$ cat src/rtl/regfile_mp.sv
// regfile_mp: multi-port 16-bit register-pair file for the CPU datapath.
//
// Holds NUM_PAIRS 16-bit pairs (default 0 BC, 1 DE, 2 HL, 3 SP, 4 PC). A and F live elsewhere.
// All updates land on the same clock edge; same-pair conflicts resolve as
// write port > IDU > PC stepper, with the loser dropped entirely.
//
// Select encoding for rsel_a / rsel_b / wsel: {full, hi, idx[IDX_W-1:0]}.
//
// Ports:
//   clock, reset        clock; asynchronous active-high reset
//   rsel_a, rdata_a     read port A (combinational; byte reads zero-extended)
//   rsel_b, rdata_b     read port B, same rules
//   we, wsel, wdata     byte/word write port (byte writes use wdata[7:0])
//   idu_en/idx/dec      increment/decrement unit, pair[idu_idx] +/- 1
//   pc_change, pc_inc   PC stepper on pair PC_IDX
//   pc_out, sp_out      stored PC and SP (never bypassed)
//   oob_err             sticky flag: an enabled access used idx >= NUM_PAIRS
//
// Configuration macro: REGFILE_BYPASS_EN -- when defined, read ports forward the write port's
// result in the same cycle (IDU/PC results are never forwarded).

module regfile_mp #(
  parameter int unsigned NUM_PAIRS = 5,
  parameter int unsigned PC_IDX    = 4,
  parameter int unsigned SP_IDX    = 3,
  parameter logic [15:0] RESET_PC  = 16'h0000,
  parameter logic [15:0] RESET_SP  = 16'h0000,
  parameter int unsigned IDX_W     = 3
) (
  input  logic             clock,
  input  logic             reset,
  input  logic [IDX_W+1:0] rsel_a,
  input  logic [IDX_W+1:0] rsel_b,
  output logic [15:0]      rdata_a,
  output logic [15:0]      rdata_b,
  input  logic             we,
  input  logic [IDX_W+1:0] wsel,
  input  logic [15:0]      wdata,
  input  logic             idu_en,
  input  logic [IDX_W-1:0] idu_idx,
  input  logic             idu_dec,
  input  logic             pc_change,
  input  logic             pc_inc,
  output logic [15:0]      pc_out,
  output logic [15:0]      sp_out,
  output logic             oob_err
);

  typedef logic [NUM_PAIRS-1:0][15:0] file_t;

  function automatic file_t reset_file();
    file_t f;
    for (int i = 0; i < int'(NUM_PAIRS); i++) begin
      if (i == int'(PC_IDX)) begin
        f[i] = RESET_PC;
      end else if (i == int'(SP_IDX)) begin
        f[i] = RESET_SP;
      end else begin
        f[i] = 16'h0000;
      end
    end
    return f;
  endfunction

  // Out-of-range idx reads back as zero.
  function automatic logic [15:0] read_port(input file_t f, input logic [IDX_W+1:0] sel);
    logic [15:0] r;
    r = 16'h0000;
    for (int i = 0; i < int'(NUM_PAIRS); i++) begin
      if (sel[IDX_W-1:0] == IDX_W'(i)) begin
        if (sel[IDX_W+1]) begin
          r = f[i];
        end else if (sel[IDX_W]) begin
          r = {8'h00, f[i][15:8]};
        end else begin
          r = {8'h00, f[i][7:0]};
        end
      end
    end
    return r;
  endfunction

  file_t pairs_q, pairs_d;
  file_t wr_view;  // registered state with only the write port applied
  file_t rd_view;
  logic  oob_q, oob_d;

  logic oob_ra, oob_rb, oob_w, oob_idu;

  assign oob_ra  = 32'(rsel_a[IDX_W-1:0]) >= NUM_PAIRS;
  assign oob_rb  = 32'(rsel_b[IDX_W-1:0]) >= NUM_PAIRS;
  assign oob_w   = 32'(wsel[IDX_W-1:0]) >= NUM_PAIRS;
  assign oob_idu = 32'(idu_idx) >= NUM_PAIRS;

  always_comb begin
    wr_view = pairs_q;
    pairs_d = pairs_q;
    for (int i = 0; i < int'(NUM_PAIRS); i++) begin
      if (we && (wsel[IDX_W-1:0] == IDX_W'(i))) begin
        if (wsel[IDX_W+1]) begin
          wr_view[i] = wdata;
        end else if (wsel[IDX_W]) begin
          wr_view[i] = {wdata[7:0], pairs_q[i][7:0]};
        end else begin
          wr_view[i] = {pairs_q[i][15:8], wdata[7:0]};
        end
        pairs_d[i] = wr_view[i];
      end else if (idu_en && (idu_idx == IDX_W'(i))) begin
        pairs_d[i] = idu_dec ? pairs_q[i] - 16'd1 : pairs_q[i] + 16'd1;
      end else if (pc_change && (i == int'(PC_IDX))) begin
        pairs_d[i] = pc_inc ? pairs_q[i] + 16'd1 : pairs_q[i] - 16'd1;
      end
    end
  end

  always_comb begin
`ifdef REGFILE_BYPASS_EN
    rd_view = wr_view;
`else
    rd_view = pairs_q;
`endif
  end

  assign oob_d = oob_q | oob_ra | oob_rb | (we & oob_w) | (idu_en & oob_idu);

  always_ff @(posedge clock or posedge reset) begin
    if (reset) begin
      pairs_q <= reset_file();
      oob_q   <= 1'b0;
    end else begin
      pairs_q <= pairs_d;
      oob_q   <= oob_d;
    end
  end

  assign rdata_a = read_port(rd_view, rsel_a);
  assign rdata_b = read_port(rd_view, rsel_b);
  assign pc_out  = pairs_q[PC_IDX];
  assign sp_out  = pairs_q[SP_IDX];
  assign oob_err = oob_q;

endmodule

$ cat config.mk
export PLATFORM = sky130hd
export DESIGN_NAME = regfile_mp
export DESIGN_NICKNAME = d
export VERILOG_FILES = /design/src/rtl/regfile_mp.sv
export SDC_FILE = /design/constraint.sdc
export NUM_CORES = 1
export LEC_CHECK = 0
export ABC_AREA = 1
export BUFFER_PORTS_ARGS = -buffer_cell sky130_fd_sc_hd__buf_2
export CORE_AREA = 4 4 187 171
export CTS_CLUSTER_DIAMETER = 120
export DETAILED_ROUTE_END_ITERATION = 8
export DIE_AREA = 0 0 191 175
export GPL_TIMING_DRIVEN = 0
export MAX_ROUTING_LAYER = met4
export PLACE_DENSITY = 0.6
export RECOVER_POWER = 100
export SLEW_MARGIN = 40
export SYNTH_ARGS = -nofsm -noshare
export SYNTH_HDL_FRONTEND = slang
export SYNTH_SLANG_ARGS = --single-unit
$ cat constraint.sdc
create_clock -name clock -period 2.76 [get_ports clock]
set_clock_uncertainty 0.1 [all_clocks]
set_input_delay 0.138 -clock clock [delete_from_list [all_inputs] [get_ports clock]]
set_output_delay 0.138 -clock clock [all_outputs]
set_load 0.01 [all_outputs]
==> impl_metrics.tcl <==
set metrics [dict create \
    insertion_delay_ns 0.36 \
    syn-num-nets 1722 \
    min_from "wdata[2]" \
    diodes 0 \
    power_frac_comb 0.626 \
    rows 60 \
    netlist_instances 1619 \
    cp-end-kind "output port" \
    synthTopCellsByArea "dfrtp_1, nand2_1, a21oi_1, ha_1, nand3_1" \
    power.density_nw_per_um2 918 \
    cts_buffer_depth 2 \
    dr.pass1.iters 6 \
    required_ns 2.52 \
    synth_top_area_cell "dfrtp_1" \
    ys_ff_latch 81 \
    slew-limit-headroom -0.149 \
    numClockSinks 81 \
    gr-total-overflow 0 \
    via_per_inst 5.53 \
    start_kind "input port" \
    root_buffer "clkbuf_16" \
    p_total_mw 10.5 \
    p_sw_mw 5.53 \
    fin_nets 1840 \
    syn_area_um2 10100 \
    synth.distinct_cells 53 \
    coreArea_um2 29800 \
    fp.dieH_um 175 \
    clk_pin_slew_ns 0.07 \
    worst_pin_slew_ns 1.71 \
    ys_warn_count 0 \
    period_needed_ns 2.58 \
    htreeDepth 3 \
    synth-edff-count 0 \
    track_usage 0.260 \
    place.port_buffers 104 \
    r2r_cells 10 \
    setup_violations 0 \
    avgSynthCellArea_um2 6.21 \
    cts_tree "built" \
    ant_nets 0 \
    failed_checks "capacitance limit, slew limit" \
    cts_resized 0 \
    die_area_um2 33400 \
    drive_above_1_share 0.119 \
    gp_congestion 1.01 \
    start_util 0.337 \
    wl_per_cell_um 20.1 \
    synth_top_area_frac 0.202 \
    clock_power_share 0.134 \
    p_leak_nw 5.74 \
    internal-power_mw 4.95 \
    antenna_found_initial 0 \
    switching_share 0.527 \
    die_w_um 191 \
    io_pins 106 \
    final_cell_count_no_fill 2145 \
    crit_path_max_fanout 10 \
    status "finished, violations left" \
    seqPwrFrac 0.241 \
    areaGrowthSynthToFinish_pct 13.6 \
    fmaxAchievable_mhz 387 \
    nFillCells 3352 \
    wirelength_mm 43.1 \
    min_to "pc_out[2]" \
    hold_path_depth 3 \
    synthArstFlopShare 1.00 \
    drv_cap 1 \
    hpwlAfterDp_mm 34.2 \
    hold_viol_final 0 \
    seq_area_frac_synth 0.202 \
    rsz0062_at_grt "false" \
    drc 0 \
    cts_made_buffers 9 \
    vias 11864 \
    drt_iter0_drc 1183 \
    min-delay-path-class "input port to register" \
    grt_max_degree 51 \
    rr_startpoint "sp_out[2]" \
    max-vdd-ir-drop_mv 0.321 \
    r2r_slack_ns 0.59 \
    grt_pass1_wl_mm 65.4 \
    r2r_end "sp_out[13]" \
    slew_violations 32 \
    dpl.cell_count 2128 \
    grt_pass1_vias 11095 \
    crit_type "input port to output port" \
    fin_crit_sh 0.936 \
    arrival_ns 2.35 \
    synthFlopType "dfrtp_1" \
]
## critical path: stages
cell	delay, ns
buf_2	0.14
inv_1	0.18
nand2_1	0.26
inv_1	0.28
clkbuf_1	0.57
o21ai_0	0.26
nand3_1	0.22
nand3_1	0.11
clkbuf_1	0.15
## routing by layer
metal | part of all wire | track usage
met1 | 0.44 | 0.346
met2 | 0.44 | 0.396
met3 | 0.083 | 0.0497
met4 | 0.034 | 0.0904
met5 | 0 | -
## layout make-up
| cell class | instances | area, µm² | share of cell area |
|---|---|---|---|
| Buffer | 83 | 503 | 0.0440 |
| Clock buffer | 12 | 256 | 0.0225 |
| Multi-Input combinational cell | 1267 | 6810 | 0.596 |
| Timing Repair Buffer | 107 | 539 | 0.0472 |
| Inverter | 188 | 709 | 0.0621 |
| Sequential cell | 81 | 2030 | 0.177 |
| Tap cell | 403 | 504 | 0.0441 |
| Clock inverter | 4 | 75.1 | 0.00657 |
## worst max path at each step
stage / startpoint / endpoint / slack (ns) / depth (start not counted)
after floorplan: reset / oob_err / 0.44 / 1
after detailed placement: rsel_b[4] / rdata_b[1] / 0.35 / 9
after global routing: wsel[4] / pc_out[4] / 0.14 / 7
final: rsel_b[4] / rdata_b[1] / 0.18 / 9
after CTS: rsel_b[4] / rdata_b[1] / 0.36 / 9
after global placement: reset / sp_out[10] / -0.94 / 2
## registers in the layout, summed over array words and instances (netlist names)
| signal | flops |
|---|---|
| pc_out | 16 |
| pairs_q | 48 |
| oob_err | 1 |
| sp_out | 16 |
## cells in the mapped netlist (4+ instances only)
cell and number:
nor2_2 5, fa_1 4, nor3_1 14, nand3_1 131, a22oi_1 24, buf_4 36
nand2_2 4, buf_2 21, o21ai_1 13, or2_2 9, o211ai_1 25, xnor2_1 5
a21o_1 6, nand3_4 4, o21ai_0 126, ha_1 58, o2111ai_1 4, nand4_1 11
o21ai_2 4, nand3b_1 10, a21oi_1 180, and2_1 8, dfrtp_1 81, buf_6 5
xor2_1 15, inv_1 170, inv_2 16, nand2_1 427, o22ai_1 16, clkbuf_1 17
a31oi_1 7, nor2_1 106, o221ai_1 22
## stage by stage
step,utilization,setup TNS [ns],hold WS [ns],area (µm²),worst slack [ns]
floorplan,-,0,0.217,10100,0.442
global placement,0.372,-81.92,0.405,11100,-0.937
detailed placement,0.375,0,0.0563,11200,0.349
CTS,0.386,0,0.0319,11500,0.358
global route,0.383,0,0.0930,11400,0.142
finish,0.383,0,0.0555,11400,0.177
## cell usage in the layout, fill, tap and decap left out, drive strengths merged, types with 2 or more instances in the layout
cell	n
nand3b	12
a21o	6
bufinv	2
nand3	137
dfrtp	81
o211ai	25
o21bai	3
clkinvlp	3
ha	58
or2	9
a21boi	2
xor2	15
o2111ai	4
inv	186
o221ai	22
nand4	12
a31oi	7
o21a	4
nor2	115
xnor2	5
o22ai	16
a221oi	3
and2	8
nand2	432
a22oi	24
clkbuf	95
fa	4
o21ai	146
buf	106
nor3	14
a21oi	182
## repair_timing
action | CTS | global route
hold endpoints to repair | 31 | 0
setup buffers | 0 | 0
hold buffers | 1 | 0
## power by group through the flow
| stage | Sequential, mW | Combinational [mW] | Clock [mW] |
|---|---|---|---|
| 3_3_place_gp | 2.50 | 6.41 | 0 |
| 3_5_place_dp | 2.50 | 6.49 | 0 |
| 4_1_cts | 2.49 | 6.53 | 1.40 |
| 2_1_floorplan | 2.12 | 4.79 | 0 |
| 5_1_grt | 2.58 | 7.38 | 1.45 |
| 6_report | 2.52 | 6.56 | 1.40 |
## cell families (layout without fill, tap and decap cells)
logic type	after synthesis	in the layout	synth area share
XOR/XNOR	20	20	0.0174
AND/OR/NAND/NOR	740	740	0.321
adder cells (fa/ha/maj)	62	62	0.0802
flip-flops	81	81	0.202
AO/OA/AOI/OAI	445	445	0.258
buffers and inverters	271	394	0.122
No activity file was read; power rests on OpenSTA's default activity.
